## src/rtl/dmem_pkg.sv

```systemverilog
// -----------------------------------------------------------------------------
// dmem_pkg
//   Shared types and defaults for the data_memory_sync slice.
//   - dmem_state_e : init sequencer state (INIT fills storage, READY serves CPU)
//   - DMEM_*       : default parameter values for the memory
//   - even_parity  : even-parity bit over a data word (used when the build
//                    defines DMEM_PARITY_EN)
// -----------------------------------------------------------------------------
package dmem_pkg;

    typedef enum logic {
        INIT  = 1'b0,
        READY = 1'b1
    } dmem_state_e;

    localparam int         DMEM_DATA_W     = 8;
    localparam int         DMEM_ADDR_W     = 8;
    localparam int         DMEM_DEPTH      = 256;
    localparam logic [7:0] DMEM_INIT_VALUE = 8'h09;

    // Widest word the parity helper accepts; callers zero-extend their data,
    // which leaves the XOR reduction unchanged.
    localparam int DMEM_PARITY_MAX_W = 64;

    // Even parity: the returned bit makes the total count of ones even.
    function automatic logic even_parity(input logic [DMEM_PARITY_MAX_W-1:0] data);
        return ^data;
    endfunction

endpackage

```

## src/rtl/dmem_init_ctrl.sv

```systemverilog
// -----------------------------------------------------------------------------
// dmem_init_ctrl
//   Init sequencer for data_memory_sync. After reset it walks init_ptr from 0
//   to DEPTH-1, asserting init_we each cycle, then parks in READY until the
//   next reset.
//
// Ports:
//   clk        in   system clock
//   rst_n      in   synchronous active-low reset
//   init_we    out  write strobe for the fill value
//   init_addr  out  address being filled this cycle
//   init_busy  out  sequencer is filling the array
//   ready      out  array is initialised and may accept requests
// -----------------------------------------------------------------------------
module dmem_init_ctrl
    import dmem_pkg::*;
#(
    parameter int ADDR_W = DMEM_ADDR_W,
    parameter int DEPTH  = DMEM_DEPTH
) (
    input  logic              clk,
    input  logic              rst_n,
    output logic              init_we,
    output logic [ADDR_W-1:0] init_addr,
    output logic              init_busy,
    output logic              ready
);

    // One extra bit so a full-size array (DEPTH = 2**ADDR_W) can step past the
    // last address without wrapping back to zero.
    localparam logic [ADDR_W:0] LAST_PTR = (ADDR_W+1)'(DEPTH - 1);

    dmem_state_e       state_q, state_d;
    logic [ADDR_W:0]   init_ptr_q, init_ptr_d;

    // State register.
    // NOTE: sequential state uses non-blocking (<=) so every flop samples the
    // pre-edge values; combinational blocks below use blocking (=).
    always_ff @(posedge clk) begin
        if (!rst_n) begin
            state_q    <= INIT;
            init_ptr_q <= '0;
        end else begin
            state_q    <= state_d;
            init_ptr_q <= init_ptr_d;
        end
    end

    // Next-state logic.
    // NOTE: every output of an always_comb gets a default first so no path
    // leaves it unassigned (which would infer a latch).
    always_comb begin
        state_d    = state_q;
        init_ptr_d = init_ptr_q;
        case (state_q)
            INIT: begin
                init_ptr_d = init_ptr_q + 1'b1;
                if (init_ptr_q == LAST_PTR) begin
                    state_d = READY;
                end
            end
            READY:   state_d = READY;
            default: state_d = INIT;
        endcase
    end

    // Output logic.
    always_comb begin
        init_we   = 1'b0;
        init_busy = 1'b0;
        ready     = 1'b0;
        case (state_q)
            INIT: begin
                init_we   = 1'b1;
                init_busy = 1'b1;
            end
            READY:   ready = 1'b1;
            default: init_busy = 1'b1;
        endcase
    end

    assign init_addr = init_ptr_q[ADDR_W-1:0];

endmodule

```

## src/rtl/data_memory_sync.sv

```systemverilog
// -----------------------------------------------------------------------------
// data_memory_sync
//   CPU data memory: synchronous write, registered read (1-cycle latency),
//   valid/ready request handshake, hardware fill with INIT_VALUE after reset.
//   Out-of-range reads return 0 with rsp_err=1; out-of-range writes are dropped.
//
//   Build option DMEM_PARITY_EN: each word carries an even-parity bit, and a
//   parity mismatch on read raises rsp_err alongside the stored data.
//
// Ports:
//   clk        in   system clock
//   rst_n      in   synchronous active-low reset
//   req_valid  in   request present
//   req_ready  out  request accepted this cycle when high
//   req_write  in   1 = write, 0 = read
//   req_addr   in   word address
//   req_wdata  in   write data
//   rsp_valid  out  one-cycle pulse, read response valid
//   rsp_rdata  out  read data (holds when rsp_valid=0)
//   rsp_err    out  out-of-range (or parity) error, qualified by rsp_valid
//   init_busy  out  init sequencer running
// -----------------------------------------------------------------------------
module data_memory_sync
    import dmem_pkg::*;
#(
    parameter int                DATA_W     = DMEM_DATA_W,
    parameter int                ADDR_W     = DMEM_ADDR_W,
    parameter int                DEPTH      = DMEM_DEPTH,
    parameter logic [DATA_W-1:0] INIT_VALUE = DATA_W'(DMEM_INIT_VALUE)
) (
    input  logic              clk,
    input  logic              rst_n,
    input  logic              req_valid,
    output logic              req_ready,
    input  logic              req_write,
    input  logic [ADDR_W-1:0] req_addr,
    input  logic [DATA_W-1:0] req_wdata,
    output logic              rsp_valid,
    output logic [DATA_W-1:0] rsp_rdata,
    output logic              rsp_err,
    output logic              init_busy
);

`ifdef DMEM_PARITY_EN
    localparam int STORE_W = DATA_W + 1;
`else
    localparam int STORE_W = DATA_W;
`endif

    localparam int              IDX_W   = (DEPTH > 1) ? $clog2(DEPTH) : 1;
    localparam logic [ADDR_W:0] DEPTH_L = (ADDR_W+1)'(DEPTH);

    logic               init_we;
    logic [ADDR_W-1:0]  init_addr;
    logic               acc;
    logic               in_range;
    logic               mem_we;
    logic [ADDR_W-1:0]  mem_addr;
    logic [DATA_W-1:0]  mem_data;
    logic [STORE_W-1:0] mem_word;
    logic [STORE_W-1:0] rd_word;
    logic               parity_err;

    logic [STORE_W-1:0] mem [DEPTH];

    dmem_init_ctrl #(
        .ADDR_W (ADDR_W),
        .DEPTH  (DEPTH)
    ) u_init_ctrl (
        .clk       (clk),
        .rst_n     (rst_n),
        .init_we   (init_we),
        .init_addr (init_addr),
        .init_busy (init_busy),
        .ready     (req_ready)
    );

    assign acc      = req_valid && req_ready;
    // Zero-extended so the compare is unsigned and DEPTH = 2**ADDR_W fits.
    assign in_range = ({1'b0, req_addr} < DEPTH_L);

    // Write-port mux: the sequencer owns the array during INIT (req_ready is
    // low then, so requests cannot collide). Nothing commits on a reset edge.
    always_comb begin
        mem_we   = 1'b0;
        mem_addr = req_addr;
        mem_data = req_wdata;
        if (init_we) begin
            mem_we   = 1'b1;
            mem_addr = init_addr;
            mem_data = INIT_VALUE;
        end else if (acc && req_write && in_range) begin
            mem_we = 1'b1;
        end
        if (!rst_n) begin
            mem_we = 1'b0;
        end
    end

`ifdef DMEM_PARITY_EN
    assign mem_word   = {even_parity(DMEM_PARITY_MAX_W'(mem_data)), mem_data};
    // Stored word including its parity bit must reduce to zero.
    assign parity_err = ^rd_word;
`else
    assign mem_word   = mem_data;
    assign parity_err = 1'b0;
`endif

    // NOTE: the storage array has no reset; the init sequencer fills it, which
    // keeps it mappable onto RAM macros.
    always_ff @(posedge clk) begin
        if (mem_we) begin
            mem[mem_addr[IDX_W-1:0]] <= mem_word;
        end
    end

    assign rd_word = in_range ? mem[req_addr[IDX_W-1:0]] : '0;

    // Registered read response. Data and error only update on an accepted
    // read, so rsp_rdata holds between responses.
    always_ff @(posedge clk) begin
        if (!rst_n) begin
            rsp_valid <= 1'b0;
            rsp_rdata <= '0;
            rsp_err   <= 1'b0;
        end else begin
            rsp_valid <= acc && !req_write;
            if (acc && !req_write) begin
                if (in_range) begin
                    rsp_rdata <= rd_word[DATA_W-1:0];
                    rsp_err   <= parity_err;
                end else begin
                    rsp_rdata <= '0;
                    rsp_err   <= 1'b1;
                end
            end
        end
    end

endmodule

```

## config.mk

```make
export PLATFORM = sky130hd
export DESIGN_NAME = data_memory_sync
export DESIGN_NICKNAME = d
export VERILOG_FILES = /design/src/rtl/dmem_pkg.sv /design/src/rtl/dmem_init_ctrl.sv /design/src/rtl/data_memory_sync.sv
export SDC_FILE = /design/constraint.sdc
export NUM_CORES = 2
export LEC_CHECK = 0
export CORE_MARGIN = 4
export CORE_UTILIZATION = 40
export CTS_CLUSTER_DIAMETER = 50
export CTS_CLUSTER_SIZE = 8
export DETAILED_ROUTE_END_ITERATION = 8
export GPL_ROUTABILITY_DRIVEN = 0
export MAX_ROUTING_LAYER = met4
export SLEW_MARGIN = 40
export SYNTH_ARGS = -nofsm -noshare
export SYNTH_HDL_FRONTEND = slang
export SYNTH_SLANG_ARGS = --single-unit
```

## constraint.sdc

```tcl
create_clock -name clk -period 6.1 [get_ports clk]
set_input_delay 1.22 -clock clk [delete_from_list [all_inputs] [get_ports clk]]
set_output_delay 1.22 -clock clk [all_outputs]
set_load 0.005 [all_outputs]
```

==> Word level (Yosys, flattened, before mapping) <==
Memory sizes are Yosys's and may differ from the RTL's. A register that Yosys moved wholly into a read port is not among the register bits.
Cells that the tools add are included.
{ "totals": {"out_inout_bits": 12, "wordCells": 23, "n_memories": 1, "ff_bits": 11, "ram_bits": 2048, "in_bits": 20} }
{ "classes": {"n_eq_ne": 1, "mux": 11, "addsub": 1, "n_reduce_logical": 5, "n_bitwise": 1} }
{ "mem_list": {"columns": ["memory", "words", "word_bits", "read_ports", "rd_clocked_by_memory_dff", "wr", "line_no", "rtl"], "rows": [
  ["mem", 256, 8, 1, 1, 1, "data_memory_sync.sv:64", "logic [STORE_W-1:0] mem [DEPTH];"]
]} }
{ "op_table": {"columns": ["op", "count"], "rows": [
  ["two-way mux 8 bit", 2],
  ["adder 9 x 1 -> 9 bit, second input constant", 1],
  ["== test 9 x 8 -> 1 bit, second input constant", 1],
  ["two-way mux 1 bit", 8],
  ["logical AND 1 bit", 3],
  ["zero test 1 bit", 2],
  ["one-hot mux 1 bit (2 select lines)", 1],
  ["inverter 1 bit", 1]
]} }

==> Depth between registers and ports, before layout <==
{ "logic_depth": {"word_depth": 8, "ltp_mapped": 13, "ltp_nobuf": 7} }

==> Cells and area by module <==
Synthesis repeated with hierarchy kept, for this count alone.
{ "unflattened": {"hier_cells": 4039, "area_unflattened_um2": 80828.8} }
{ "by_module_without_submodules": {"columns": ["mod", "seq_area_each_um2", "cells_each", "instances", "area_per_inst_um2"], "rows": [
  ["data_memory_sync", 61679.2, 3982, 1, 80314.5],
  ["dmem_init_ctrl", 200.2, 57, 1, 514.2]
]} }

==> Least setup slack after synthesis <==
OpenSTA, ideal clock, no wires.
{ "synth_timing": {"path_type": "input to register", "start": "input port req_wdata[0]", "end": "memory mem[0][0] in the netlist's numbering (data pin)", "path_buffers": 0, "setup_ps": 904, "required_time_ps": 5196, "path_slack_ps": 554, "arrival_ps": 4642, "cell_stages": 1, "cell_sequence": "nand2b_1"} }
{ "synth_via": {"elab_chain_len": 1} }
{ "synth_rtl": {"columns": ["item", "line_no", "rtl"], "rows": [
  ["from (decl)", "data_memory_sync.sv:37", "input logic [DATA_W-1:0] req_wdata,"],
  ["two-way mux 8 bit", "data_memory_sync.sv:88", "if (init_we) begin"],
  ["to (decl)", "data_memory_sync.sv:64", null]
]} }
No other way between the ends.

==> results.yml <==
status:
  status: "complete, no violations"
cts:
  clkTransAtPathRegs_ns: 0.05
  clock_sinks: 2067
  cts_made_buffers: 312
  cts_tree: "yes"
  post_cts_buffers: 0
  clockBufferDepth: 4
  cts_htree_levels: 5
  ctsHoldBuffers: 0
  root_buffer: "clkbuf_16"
  clk_latency_ns: 0.91
  ctsResizeCount: 0
floorplan:
  chipWidth_microns: 459.1
  coreArea_sq_um: 202300
  ios: 32
  dieArea_sq_um: 210800
  rows: 165
  initial_utilization: 0.4023
  die_h_microns: 459.1
finish:
  syn2layout_area_growth_pct: 14.20
  multi_input_area_sq_um: 17970
  final_nets: 4221
  fillerInstances: 16771
  regArea_sq_um: 61880
  finalNonFillerCells: 6919
  layout-drive-gt1-share: 0.2288
synthesis:
  async_flop_share: 0
  synthFlopType: "edfxtp_1"
  synthCells: 3960
  synth-edff-count: 2048
  synth.distinct_cells: 83
  yosysWarningCount: 0
  synth_area_sq_um: 81390
  syn_avg_cell_area_sq_um: 20.55
  syn-num-nets: 3982
  ys_ff_latch: 2067
  yosysSeqAreaShare: 0.7603
critical_path:
  cp_max_fo: 17
  worstSetupEndpointType: "flip-flop"
  reg2reg_from: "u_init_ctrl.state_q$_SDFF_PN0_"
  crit_required_ns: 6.84
  criticalPathCategory: "in2reg"
  critical_path_arrival_ns: 4.94
  rr_worst_depth: 6
  cp-start-kind: "input pin"
  r2r_setup_slack_ns: 2.29
  rr_endpoint: "mem[57][0]$_DFFE_PP_"
timing:
  max_freq_ghz: 0.2384
  slew_violations: 0
  finalCriticalPeriod_ns: 4.195
  hold_viol_final: 0
  worst_slew_pin_slew_ns: 0.8692
  clock_skew_ns: 0.06922
  setup_viol: 0
  slew-limit-headroom: 0.4144
  period_share: 0.6877
  fin_tns_setup_ns: 0
  rsz0062_at_grt: "false"
route:
  drc: 0
  num_vias: 41217
  drtAntennaViolNets: 0
  first_iter_violations: 5143
  drt_pre_antenna_iters: 6
  finalWirelength_microns: 213400
  avgViaCountPerCell: 5.957
  wire_per_inst_microns: 30.84
worst_hold_path:
  whs_path_depth: 2
  hold_path_end: "rsp_rdata[0]$_SDFFE_PN0P_"
  hp-class: "reg2reg"
  holdCritStartpoint: "rsp_rdata[0]$_SDFFE_PN0P_"
global_routing:
  grt_pass1_vias: 41571
  antenna_found_initial: 10
  grt_max_degree: 149
  grt_pass1_wl_microns: 308100
  grt_util_all_layers: 0.2078
  grt-ovfl-total: 0
place:
  io_buffer_count: 30
  place_inst: 6556
  post-dp-hpwl_microns: 131800
power:
  power_density_nw_per_um2: 332.8
  total_leakage_power_nw: 27.55
  irDropWorstVdd_v: 0.0002341
flow_run:
  max-cap-violations: 0
-- layout make-up --
cell class                      count  area share
Multi-Input combinational cell   1648      0.1934
Tap cell                         2672     0.03597
Clock inverter                     14   0.0009693
Timing Repair Buffer              161     0.01734
Sequential cell                  2067      0.6658
Inverter                            9   0.0003904
Clock buffer                      344     0.08598
Antenna cell                        4   0.0001077
-- flip-flops by register name (all words and copies together), names as in the netlist --
name / flops
u_init_ctrl.init_ptr_q: 9
rsp_valid: 1
u_init_ctrl.state_q: 1
mem: 2048
rsp_rdata: 8
-- worst max-delay path by stage --
stage,startpoint,endpoint,slack [ns],cells past startpoint
6_report,req_addr[5],rsp_rdata[6]$_SDFFE_PN0P_,1.90,9
5_1_grt,req_addr[5],rsp_rdata[6]$_SDFFE_PN0P_,1.94,9
4_1_cts,u_init_ctrl.state_q$_SDFF_PN0_,init_busy,2.05,2
3_5_place_dp,req_addr[0],rsp_rdata[6]$_SDFFE_PN0P_,1.19,8
3_3_place_gp,req_addr[1],rsp_rdata[3]$_SDFFE_PN0P_,0.91,10
2_1_floorplan,req_wdata[0],mem[0][0]$_DFFE_PP_,0.55,1
-- cells by family (layout without fill, tap and decap cells) --
group                    after synthesis  count (layout)  synth area share
adder cells (fa/ha/maj)                2               2         0.0003074
AO/OA/AOI/OAI                        388             388           0.03448
XOR/XNOR                               6               6         0.0006457
flip-flops                          2067            2067            0.7603
AND/OR/NAND/NOR                      589             589           0.03175
other                                  1               5        0.00004608
buffers and inverters                245             528           0.02395
multiplexers                         662             662            0.1485
-- worst max-delay path, stage by stage --
cell	delay (ns)
clkdlybuf4s50_1	0.48
buf_4	0.25
and2_1	0.47
nand2_1	0.55
a211oi_1	0.77
a31oi_1	0.39
o2111a_1	0.36
o2111ai_1	0.28
nand3_1	0.14
-- layer usage --
| metal | wire [microns] | share of wire | GRT usage |
|---|---|---|---|
| met2 | 101200 | 0.47 | 0.3162 |
| met3 | 18740 | 0.088 | 0.04356 |
| met1 | 86020 | 0.40 | 0.2820 |
| met5 | 0 | 0 | - |
| met4 | 7395 | 0.035 | 0.06801 |
-- where the power goes --
group,switching (mW),total [mW],internal [mW],leakage (nW)
clock network,5.56,14.6,9.07,3.96
logic,0.573,0.870,0.298,6.09
registers,0.00539,15.4,15.4,17.5
total,6.14,30.9,24.8,27.6
-- synthesized netlist by cell type (all sizes together), types with 6 or more instances --
master / count / area [sq um]
a221oi: 7 / 61.31
nor4: 19 / 118.9
dfxtp: 19 / 380.4
nand4: 8 / 50.05
a22o: 14 / 123.9
inv: 8 / 30.03
nand3: 53 / 265.3
clkbuf: 94 / 550.5
a211oi: 18 / 135.1
nand2: 129 / 486.7
nand2b: 6 / 37.54
a22oi: 50 / 375.4
buf: 140 / 1345
edfxtp: 2048 / 61500
mux2: 7 / 78.83
nor2: 292 / 1096
nor2b: 7 / 43.79
o21ai: 45 / 225.2
o221ai: 44 / 385.4
and2: 22 / 137.6
a2111oi: 22 / 237.7
o22ai: 82 / 513.0
mux4: 415 / 9605
nor3: 23 / 115.1
a31oi: 20 / 125.1
o31ai: 6 / 58.81
a21oi: 40 / 200.2
or3: 6 / 37.54
mux2i: 240 / 2402
-- through the flow --
stage | hold WS (ns) | worst slack (ns) | area (sq um) | power [mW] | utilization
finish | 0.5589 | 1.905 | 92940 | 30.93 | 0.4594
detailed placement | 0.5501 | 1.189 | 84610 | 16.55 | 0.4182
floorplan | 0.4500 | 0.5538 | 81390 | 16.27 | -
global route | 0.6084 | 1.937 | 92940 | 31.84 | 0.4594
global placement | 0.5385 | 0.9059 | 84400 | 16.55 | 0.4171
CTS | 0.5611 | 2.047 | 92690 | 31.14 | 0.4581
-- cell usage in the layout (no fill, tap or decap), drive strengths merged, types with 5 or more instances in the layout --
cell / netlist / layout
a2111oi: 22 / 22
a211oi: 18 / 18
a21oi: 40 / 40
a221oi: 7 / 7
a22o: 14 / 14
a22oi: 50 / 50
a31oi: 20 / 20
a32o: 5 / 5
and2: 22 / 22
and3: 5 / 5
buf: 140 / 134
clkbuf: 94 / 344
clkdlybuf4s50: 0 / 26
clkinv: 1 / 8
dfxtp: 19 / 19
edfxtp: 2048 / 2048
inv: 8 / 12
mux2: 7 / 7
mux2i: 240 / 240
mux4: 415 / 415
nand2: 129 / 129
nand2b: 6 / 6
nand3: 53 / 53
nand4: 8 / 8
nor2: 292 / 292
nor2b: 7 / 7
nor3: 23 / 23
nor4: 19 / 19
o21ai: 45 / 45
o221ai: 44 / 44
o22ai: 82 / 82
o31ai: 6 / 6
o32ai: 5 / 5
or3: 6 / 6
(Power assumes the default switching activity.)
